### src/rtl/mem_port_arbiter.sv
// rtl/mem_port_arbiter.sv - fetch vs load/store arbiter for a single-ported memory
// Optional fetch starvation guard: define MEM_ARB_STARVE_GUARD_EN.
module mem_port_arbiter #(
  parameter int WIDTH       = 32,
  parameter int MEM_LATENCY = 1,
  parameter int STARVE_MAX  = 4
) (
  input  logic             clk,
  input  logic             rst,
  input  logic             if_req,
  input  logic [WIDTH-1:0] if_addr,
  output logic             if_gnt,
  output logic             if_rvalid,
  output logic [WIDTH-1:0] if_rdata,
  input  logic             ls_req,
  input  logic             ls_we,
  input  logic [WIDTH-1:0] ls_addr,
  input  logic [WIDTH-1:0] ls_wdata,
  output logic             ls_gnt,
  output logic             ls_rvalid,
  output logic [WIDTH-1:0] ls_rdata,
  output logic             mem_en,
  output logic             mem_we,
  output logic [WIDTH-1:0] mem_addr,
  output logic [WIDTH-1:0] mem_wdata,
  input  logic [WIDTH-1:0] mem_rdata,
  output logic             busy
);

  typedef enum logic [1:0] {
    S_IDLE  = 2'd0,
    S_ISSUE = 2'd1,
    S_WAIT  = 2'd2,
    S_RESP  = 2'd3
  } state_t;

  localparam int CW = (MEM_LATENCY > 1) ? $clog2(MEM_LATENCY) : 1;

  // Parameter sanity: empty blocks only exist to make bad settings visible in elaboration.
  if (MEM_LATENCY < 1) begin : g_mem_latency_invalid
  end
  if (STARVE_MAX < 1) begin : g_starve_max_invalid
  end

  state_t          state;
  state_t          state_nxt;
  logic [CW-1:0]   wait_cnt;
  logic            win_ls;
  logic            lat_we;
  logic            pick_if;
  logic            pick_ls;

`ifdef MEM_ARB_STARVE_GUARD_EN
  localparam int SW = (STARVE_MAX > 0) ? $clog2(STARVE_MAX + 1) : 1;

  logic [SW-1:0] starve_cnt;
  logic          starved;

  assign starved = (starve_cnt == SW'(STARVE_MAX));

  always_comb begin
    pick_if = if_req && (!ls_req || starved);
    pick_ls = ls_req && !pick_if;
  end

  // Counts back-to-back load/store wins that left fetch waiting.
  always_ff @(posedge clk) begin
    if (rst) begin
      starve_cnt <= '0;
    end else if (state == S_IDLE) begin
      if (!if_req || pick_if) begin
        starve_cnt <= '0;
      end else if (pick_ls && !starved) begin
        starve_cnt <= starve_cnt + 1'b1;
      end
    end
  end
`else
  always_comb begin
    pick_if = if_req && !ls_req;
    pick_ls = ls_req;
  end
`endif

  always_comb begin
    state_nxt = state;
    unique case (state)
      S_IDLE:  if (pick_if || pick_ls) state_nxt = S_ISSUE;
      S_ISSUE: state_nxt = S_WAIT;
      S_WAIT:  if (wait_cnt == '0) state_nxt = S_RESP;
      S_RESP:  state_nxt = S_IDLE;
      default: state_nxt = S_IDLE;
    endcase
  end

  assign busy      = (state != S_IDLE);
  assign mem_en    = (state == S_ISSUE);
  assign mem_we    = mem_en && lat_we;
  assign if_gnt    = mem_en && !win_ls;
  assign ls_gnt    = mem_en && win_ls;
  assign if_rvalid = (state == S_RESP) && !win_ls;
  assign ls_rvalid = (state == S_RESP) && win_ls;

  always_ff @(posedge clk) begin
    if (rst) begin
      state     <= S_IDLE;
      wait_cnt  <= '0;
      win_ls    <= 1'b0;
      lat_we    <= 1'b0;
      mem_addr  <= '0;
      mem_wdata <= '0;
      if_rdata  <= '0;
      ls_rdata  <= '0;
    end else begin
      state <= state_nxt;
      unique case (state)
        S_IDLE: begin
          if (pick_ls) begin
            win_ls    <= 1'b1;
            lat_we    <= ls_we;
            mem_addr  <= ls_addr;
            mem_wdata <= ls_wdata;
          end else if (pick_if) begin
            win_ls   <= 1'b0;
            lat_we   <= 1'b0;
            mem_addr <= if_addr;
          end
        end
        S_ISSUE: wait_cnt <= CW'(MEM_LATENCY - 1);
        S_WAIT: begin
          if (wait_cnt != '0) begin
            wait_cnt <= wait_cnt - 1'b1;
          end else if (win_ls) begin
            ls_rdata <= lat_we ? '0 : mem_rdata;
          end else begin
            if_rdata <= mem_rdata;
          end
        end
        default: ;
      endcase
    end
  end

endmodule

### config.mk
export PLATFORM = sky130hd
export DESIGN_NAME = mem_port_arbiter
export DESIGN_NICKNAME = d
export VERILOG_FILES = /design/src/rtl/mem_port_arbiter.sv
export SDC_FILE = /design/constraint.sdc
export NUM_CORES = 1
export LEC_CHECK = 0
export CORE_AREA = 2 2 119 121
export CTS_CLUSTER_DIAMETER = 60
export DETAILED_ROUTE_END_ITERATION = 8
export DIE_AREA = 0 0 121 123
export PLACE_DENSITY_LB_ADDON = 0.08
export SETUP_SLACK_MARGIN = 0.2
export SLEW_MARGIN = 10
export SYNTH_ARGS = -nofsm -noshare
export SYNTH_HDL_FRONTEND = slang
export SYNTH_SLANG_ARGS = --single-unit
export TNS_END_PERCENT = 20
### constraint.sdc
create_clock -name clk -period 1.99 [get_ports clk]
set_input_delay 0.398 -clock clk [delete_from_list [all_inputs] [get_ports clk]]
set_output_delay 0.398 -clock clk [all_outputs]
set_load 0.03 [all_outputs]
# Word-level counts from Yosys, hierarchy flattened
# Cells that the tools add are included.
[word_totals] output_inout_bits=135 inputBits=133 word_cells=45 ff_bits=133
[classes] n_eq_ne=5 reduce_logical=18 n_mux=11 bitwise=2 n_addsub=1
[op_table] op="$mux W32" count=3
[op_table] op="$pmux W2 S4" count=1
[op_table] op="$logic_and A1 B1 Y1" count=6
[op_table] op="$reduce_and A2 Y1" count=3
[op_table] op="$reduce_and A3 Y1" count=2
[op_table] op="$reduce_bool A2 Y1" count=3
[op_table] op="$eq A2 B2 Y1 const B" count=2
[op_table] op="$mux W1" count=4
[op_table] op="$mux W2" count=2
[op_table] op="$ne A2 B2 Y1 const B" count=2
[op_table] op="$eq A2 B1 Y1 const B" count=1
[op_table] op="$logic_not A1 Y1" count=2
[op_table] op="$logic_not A2 Y1" count=1
[op_table] op="$not A1 Y1" count=2
[op_table] op="$pmux W1 S2" count=1
[op_table] op="$logic_or A1 B1 Y1" count=1
[op_table] op="$sub A1 B1 Y1 const B" count=1

# Logic depth before layout (Yosys ltp)
# Gate-level depths: netlist of the first run.
[logic_depth] ltp_word=5 depth_mapped=8 ltp_nobuf=5

# Worst setup path after synthesis of the first run
# No wires, ideal clock.
[synth_path] path_type="register to output" from="register state[1]" to="output if_gnt" stages_incl_launch_ff=4 t_required_ns=1.592 arrival_time_ns=1.045 n_path_buf=0 path_slack_ns=0.547 path_cell_list="dfxtp_1 -> inv_1 -> ha_1 -> nor2b_1"
[synth_via] elab_chain_len=2
[synth_rtl] element="start, declared" line_no="45" text="state_t state;"
[synth_rtl] element="start signal, assigned" line_no="115" text="state <= state_nxt;"
[synth_rtl] element="$eq A2 B1 Y1" line_no="97" text="assign mem_en = (state == S_ISSUE);"
[synth_rtl] element="$logic_and A1 B1 Y1" line_no="99" text="assign if_gnt = mem_en && !win_ls;"
[synth_rtl] element="end, declared" line_no="12" text="output logic if_gnt,"
# No other way between the ends.

# Worst setup path in the final report of the first run
[layout_path] from="register if_rdata[25]" to="output if_rdata[25]"
[layout_rtl] element="start, declared" line_no="14" text="output logic [WIDTH-1:0] if_rdata,"
[layout_rtl] element="start signal, assigned" line_no="136" text="if_rdata <= mem_rdata;"
# No word-level cell between the ends.

==> metrics.md, run 1 <==
| Metric | Value |
|---|---|
| First-pass GRT wire length | 25410 um |
| Initial Utilization | between 30% and 40% |
| Remaining DRCs | 0 |
| Initial antenna violation count | 0 |
| Syn Inst Count | 568 |
| Clock buffer depth | 2 |
| Grt ovf | 0 |
| Port bufs | around 270 |
| Detail Placement HPWL | 11630 um |
| Setup WS pre-CTS | about 0.12 ns |
| Most common cell in the netlist | nand2_1 |
| Worst Path Max Fanout | 2 |
| Synthesized area | 5331 sq um |
| Post-synth top cells | nand2_1 (162), dfxtp_1 (132), a21oi_1 (96) |
| Initial drt markers | 230 |
| Ys flop type | dfxtp_1 |
| Die W | about 120 um |
| Total negative slack | 0 ns |
| Nets | between 900 and 1000 |
| CP startpoint kind | flip-flop |
| Final hold violations | 0 |
| Final setup skew | 0.006937 ns |
| Status | complete, no violations |
| Largest net degree at the start of global routing | between 60 and 70 |
| Seq/Total Area, Yosys | just under 50% |
| CTS sink count | between 100 and 150 |
| Post-Syn Nets | 707 |
| GRT Total Usage | 22.02% |
| DIE AREA | 14880 sq um |
| Delay-heaviest family, CP | buffers and inverters |
| Layout cells sized above 1 | between 10% and 20% |
| Via count | approximately 5000 |
| Power per cell area | between 1000 and 1500 nW/um^2 |
| Hold Path Class | input port to flip-flop |
| Area Overhead vs Synth | 66.13% |
| Synth area leaders | dfxtp_1 (50%), nand2_1 (11%), a21oi_1 (9.0%) |
| CP Class | flip-flop to output port |
| Worst-Skew Late Latency | roughly 0.42 ns |
| Vias per Instance | approximately 4.9 |
| # setup viols final | 0 |
| Largest stage delay, worst path | 0.71 ns |
| CTS tree | built |
| Htree depth | 4 |
| Row count | 43 |
| Crit end category | output port |
| Static leakage | between 3 and 4 nW |
| GPL Wtd Cong | around 0.76 |
| Cell Chain, Critical Path | clkdlybuf4s50_1 |
| Hold Buf Count CTS | 0 |
| Data arrival time of the worst path | approximately 1.5 ns |
| Post-route setup slack | 0.1331 ns |
| Period utilisation layout | 93.31% |
| CTS Buf Count | 17 |
| IO Count | between 200 and 300 |
| Min cycle time layout | 1.857 ns |
| Highest-delay cell along the critical path | clkdlybuf4s50_1 |
| Routed Antenna Nets | 0 |
| Antenna diodes | 0 |
| Synth Register Bits | around 130 |
| RSZ-0062 raised after global routing | true |
| Root buf cell | clkbuf_16 |
| Core Region | roughly 14000 sq um |
| Max_slew headroom | between 50 and 60% |
| Fillers | between 1000 and 1500 |
| FFs w/ async S/R, synth | 0% |
| Clk pin slew, worst setup/hold paths | roughly 0.050 ns |
| Slew @ Worst Pin | 0.6523 ns |
| Vias in the first global route | between 4000 and 5000 |
| 1st-pass router iterations | 4 |
| Syn Area/Cell | between 9 and 10 sq um |
| F_max | 538.5 MHz |
| Share of the synthesized area in the top cell type | around half |
| VDD IR max | 0.7209 mV |
| EDFF count, synth | 0 |
| Max-cap violations | 0 |
| Routed wire length per instance | 16.21 um |
| Worst path required time | between 1.5 and 2 ns |
| Slew Limit Fails | 0 |
| Synth cell types | 25 |
| Vert. Die Dim | roughly 120 um |
| Yosys top cell by area | dfxtp_1 |
| Warnings, synthesis | 0 |
| DRT Wirelength | ~16000 um |
| Buf/Inv on CP | 1 |
## final cells by class
| class | count | area [sq um] | area share (%) |
|---|---|---|---|
| Clock inverter | 12 | 201.4 | 2.274 |
| Tap cell | 180 | 225.2 | 2.543 |
| Sequential cell | 132 | 2648 | 29.89 |
| Timing Repair Buffer | 286 | 2909 | 32.84 |
| Clock buffer | 20 | 466.7 | 5.269 |
| Inverter | 3 | 11.26 | 0.1271 |
| Multi-Input combinational cell | 382 | 2396 | 27.05 |
## power by group
group | total [W] | switching (W) | internal [W]
Clock | 0.00349 | 0.00117 | 0.00232
Combinational | 0.00407 | 0.00239 | 0.00168
Sequential | 0.00344 | 0.000309 | 0.00313
## cells by family after synthesis
kind of cell | Yosys count | share of synthesized area, %
buf+inv | 54 | 5.820
fa+ha+maj | 6 | 1.408
mux | 33 | 6.196
simple gates | 211 | 18.52
flops | 132 | 49.57
compound gates | 132 | 18.49
## routing by layer
layer / GRT usage (%) / wire length [um]
met1: 26.33 / 6798
met2: 37.11 / 8212
met3: 7.196 / 1144
met4: 7.849 / 294
met5: 0 / 0
## state kept, by name, indices dropped and copies added (netlist names)
register,count
if_rdata,32
lat_we,1
ls_rdata,32
mem_addr,32
mem_wdata,32
state,2
win_ls,1
## through the flow
| step | util, % | hold slack, ns | power, W | cell area, sq um | std cells |
|---|---|---|---|---|---|
| after floorplan | - | 0.5136 | 0.005914 | 5331 | 568 |
| after global placement | 59.45 | 0.4387 | 0.007473 | 8093 | 980 |
| after detailed placement | 59.45 | 0.4461 | 0.007562 | 8093 | 980 |
| after CTS | 64.63 | 0.1923 | 0.01111 | 8797 | 1015 |
| after global routing | 65.07 | 0.1965 | 0.01155 | 8857 | 1015 |
| final | 65.07 | 0.2072 | 0.01100 | 8857 | 1015 |
## cells in the final DEF, fill, tap and decap left out, drive strengths merged, types with 22 or more instances in the layout
| cell type | synthesis | final |
|---|---|---|
| clkdlybuf4s50 | 0 | 216 |
| nand2 | 163 | 163 |
| dfxtp | 132 | 132 |
| a21oi | 96 | 96 |
| mux2i | 33 | 33 |
| nand4b | 32 | 32 |
| o2bb2ai | 32 | 32 |
| buf | 34 | 26 |
| dlymetal6s2s | 0 | 22 |
## path summary, 6_finish.rpt
path	start	to	cells after the start	slack, ns
setup / recovery	if_rdata[25]$_SDFFE_PP0P_	if_rdata[25]	1	0.13
setup reg to reg	state[0]$_SDFFE_PP0P_	if_rdata[1]$_SDFFE_PP0P_	6	0.42
hold reg to reg	ls_rdata[7]$_SDFFE_PP0P_	ls_rdata[7]$_SDFFE_PP0P_	2	0.45
hold / removal	rst	state[0]$_SDFFE_PP0P_	2	0.21
## timing repair
item                       in CTS  in global routing
resized for setup              42                 26
setup buffers                   2                  0
setup endpoints to repair     135                115
gates cloned                    1                  0
No activity file was read; power rests on OpenSTA's default activity.
==> run 2: changes to the inputs <==
- CTS_CLUSTER_SIZE: not set -> 24
==> results of run 2 <==
Final layout, timing and power as in run 1 (identical DEF).
==> run 3: changes to the inputs <==
- MAX_ROUTING_LAYER: not set -> met4
==> run 3 against run 2 <==
First-iteration DRC count grew 3.5%. Critical path depth is the same. Clock-buffer cell count is the same. Sequential share of layout area is the same. Power shrank 0.12%. Register-to-register slack is essentially flat. Utilization is the same. Global-route usage grew 0.62 points. Combinational power is essentially flat. Sequential power is essentially flat. Worst setup slack gained 0.0041 ns. Critical path type unchanged. Critical endpoint unchanged. Largest cell class unchanged. Highest routed layer unchanged.
==> metrics.md, run 3 (synthesis results as in run 1) <==
| Metric | Value |
|---|---|
| Logic pwr share | 37.0% (about the same) |
| CP Class | flip-flop to output port |
| Clk pwr share | 31.7% (about the same) |
| Root buf cell | clkbuf_16 |
| Final setup skew | 0.005881 ns (-0.001056 ns) |
| VDD IR max | 0.7145 mV (-0.89%) |
| Max-cap violations | 0 (unchanged) |
| DRT Wirelength | 16370 um (-0.51%) |
| Power per cell area | 1241 nW/um^2 (-0.12%) |
| P_int | 0.007130 W (about the same) |
| Clk pin slew, worst setup/hold paths | 0.05 ns (about the same) |
| Sw Ratio | 35.11% (-0.084 points) |
| Worst path required time | 1.59 ns (about the same) |
| End of the critical path | if_rdata[25] |
| Antenna diodes | 0 (unchanged) |
| GPL Wtd Cong | 0.7735 (+1.3%) |
| Static leakage | 3.674 nW (unchanged) |
| Leading cell type in the layout, fill and taps excluded | clkdlybuf4s50_1 |
| Core Region | 13610 sq um (unchanged) |
| DIE AREA | 14880 sq um (unchanged) |
| Largest net degree at the start of global routing | 64 (unchanged) |
| Vias per Instance | 4.916 (+0.16%) |
| CP startpoint kind | flip-flop |
| Status | complete, no violations |
| Detail Placement HPWL | 11630 um (unchanged) |
| Htree depth | 4 (unchanged) |
| CTS sink count | 132 (unchanged) |
| Final hold violations | 0 (unchanged) |
| Initial antenna violation count | 0 (unchanged) |
| 1st-pass router iterations | 6 (+2) |
| Hold Path Class | input port to flip-flop |
| Depth of the most critical reg-to-reg path | 6 (unchanged) |
| Via count | 4990 (+0.16%) |
| R2r setup slk | 0.42 ns (about the same) |
| Final Power | 0.01099 W (-0.12%) |
| Total negative slack | 0 ns (unchanged) |
| Remaining DRCs | 0 (unchanged) |
| Critical R2R Launch | state[0]$_SDFFE_PP0P_ |
| Max_slew headroom | 56.37% (-0.14 points) |
| Grt ovf | 0 (unchanged) |
| GRT Total Usage | 22.64% (+0.62 points) |
| Worst-Skew Late Latency | 0.42 ns (about the same) |
| Nets | 961 (unchanged) |
| Layout cells sized above 1 | 12.57% (unchanged) |
| Hold Buf Count CTS | 0 (unchanged) |
| Fillers | 1159 (unchanged) |
| Vert. Die Dim | 123 um (unchanged) |
| Flop pwr share | 31.3% (about the same) |
| CTS tree | built |
| Area Overhead vs Synth | 66.13% (unchanged) |
| Min cycle time layout | 1.853 ns (-0.004069 ns) |
| IO Count | 268 (unchanged) |
| Setup WS pre-CTS | 0.1188 ns (unchanged) |
| Crit end category | output port |
| Initial Utilization | 39.17% (unchanged) |
| Routed wire length per instance | 16.12 um (-0.51%) |
| Clock buffer depth | 2 (unchanged) |
| RSZ-0062 raised after global routing | true |
| Buf/Inv on CP | 1 (unchanged) |
| F_max | 539.7 MHz (+0.22%) |
| Net switching power | 0.003858 W (-0.36%) |
| RR Endpoint | if_rdata[1]$_SDFFE_PP0P_ |
| Delay-heaviest family, CP | buffers and inverters |
| Slew Limit Fails | 0 (unchanged) |
| Die W | 121 um (unchanged) |
| Routed Antenna Nets | 0 (unchanged) |
| Initial drt markers | 238 (+3.5%) |
| CTS Buf Count | 17 (unchanged) |
| Worst Path Max Fanout | 2 (unchanged) |
| Row count | 43 (unchanged) |
| Post-route setup slack | 0.1371 ns (+0.004069 ns) |
| Slew @ Worst Pin | 0.6544 ns (+0.002154 ns) |
| First-pass GRT wire length | 25370 um (-0.16%) |
| WP depth | 1 (unchanged) |
| Worst Setup SP | if_rdata[25]$_SDFFE_PP0P_ |
| # setup viols final | 0 (unchanged) |
| Vias in the first global route | 4959 (+0.26%) |
| Largest stage delay, worst path | 0.71 ns (about the same) |
| Data arrival time of the worst path | 1.45 ns (about the same) |
| Most frequent cells in the layout | clkdlybuf4s50_1 (216), nand2_1 (162), dfxtp_1 (128) |
| Cell Chain, Critical Path | clkdlybuf4s50_1 |
| Highest-delay cell along the critical path | clkdlybuf4s50_1 |
| Port bufs | 267 (unchanged) |
| Period utilisation layout | 93.11% (-0.20 points) |
## run 3: power by group through the flow
stage / logic, W / clock network, W / registers (W)
4_1_cts: 0.00412 / 0.00355 / 0.00344
2_1_floorplan: 0.00161 / 0 / 0.00430
3_5_place_dp: 0.00409 / 0 / 0.00348
5_1_grt: 0.00435 / 0.00369 / 0.00350
3_3_place_gp: 0.00401 / 0 / 0.00346
6_report: 0.00407 / 0.00348 / 0.00344
## run 3: cell type report
type                            instances  area, sq um  area share [%]
Timing Repair Buffer                  286         2909           32.84
Sequential cell                       132         2648           29.89
Multi-Input combinational cell        382         2396           27.05
Clock buffer                           20        466.7           5.269
Tap cell                              180        225.2           2.543
Clock inverter                         12        201.4           2.274
Inverter                                3        11.26          0.1271
## run 3: layer usage
layer  global-route usage [%]  vias to the layer above  routed length, um  part of all wire (%)
li1                         -                     2463                  -                     -
met4                    7.849                        0                291                   1.8
met5                        -                        -                  0                     0
met1                    26.62                     2315               6719                    41
met2                    37.15                      190               8198                    50
met3                    6.596                       22               1158                   7.1
## run 3: worst min-delay path by stage
stage                                    startpoint                        end  depth (start not counted)
after floorplan               state[1]$_SDFFE_PP0P_      state[1]$_SDFFE_PP0P_                          2
after global placement    ls_rdata[29]$_SDFFE_PP0P_  ls_rdata[29]$_SDFFE_PP0P_                          2
after detailed placement  ls_rdata[11]$_SDFFE_PP0P_  ls_rdata[11]$_SDFFE_PP0P_                          2
after CTS                                       rst      state[0]$_SDFFE_PP0P_                          2
after global routing                            rst      state[0]$_SDFFE_PP0P_                          2
final                                           rst      state[0]$_SDFFE_PP0P_                          2
## run 3: stage by stage
step                      utilization (%)  area (sq um)  cells  hold slack (ns)
final                               65.07          8857   1015           0.2114
after global routing                65.07          8857   1015           0.1965
after detailed placement            59.45          8093    980           0.4461
after global placement              59.45          8093    980           0.4387
after floorplan                         -          5331    568           0.5136
after CTS                           64.63          8797   1015           0.1923
## run 3: repair_timing
| action | 4_1_cts | 5_1_grt |
|---|---|---|
| gates resized for setup | 42 | 26 |
| setup endpoints to repair | 135 | 115 |
| buffers inserted | 2 | 0 |
| cloned | 1 | 0 |
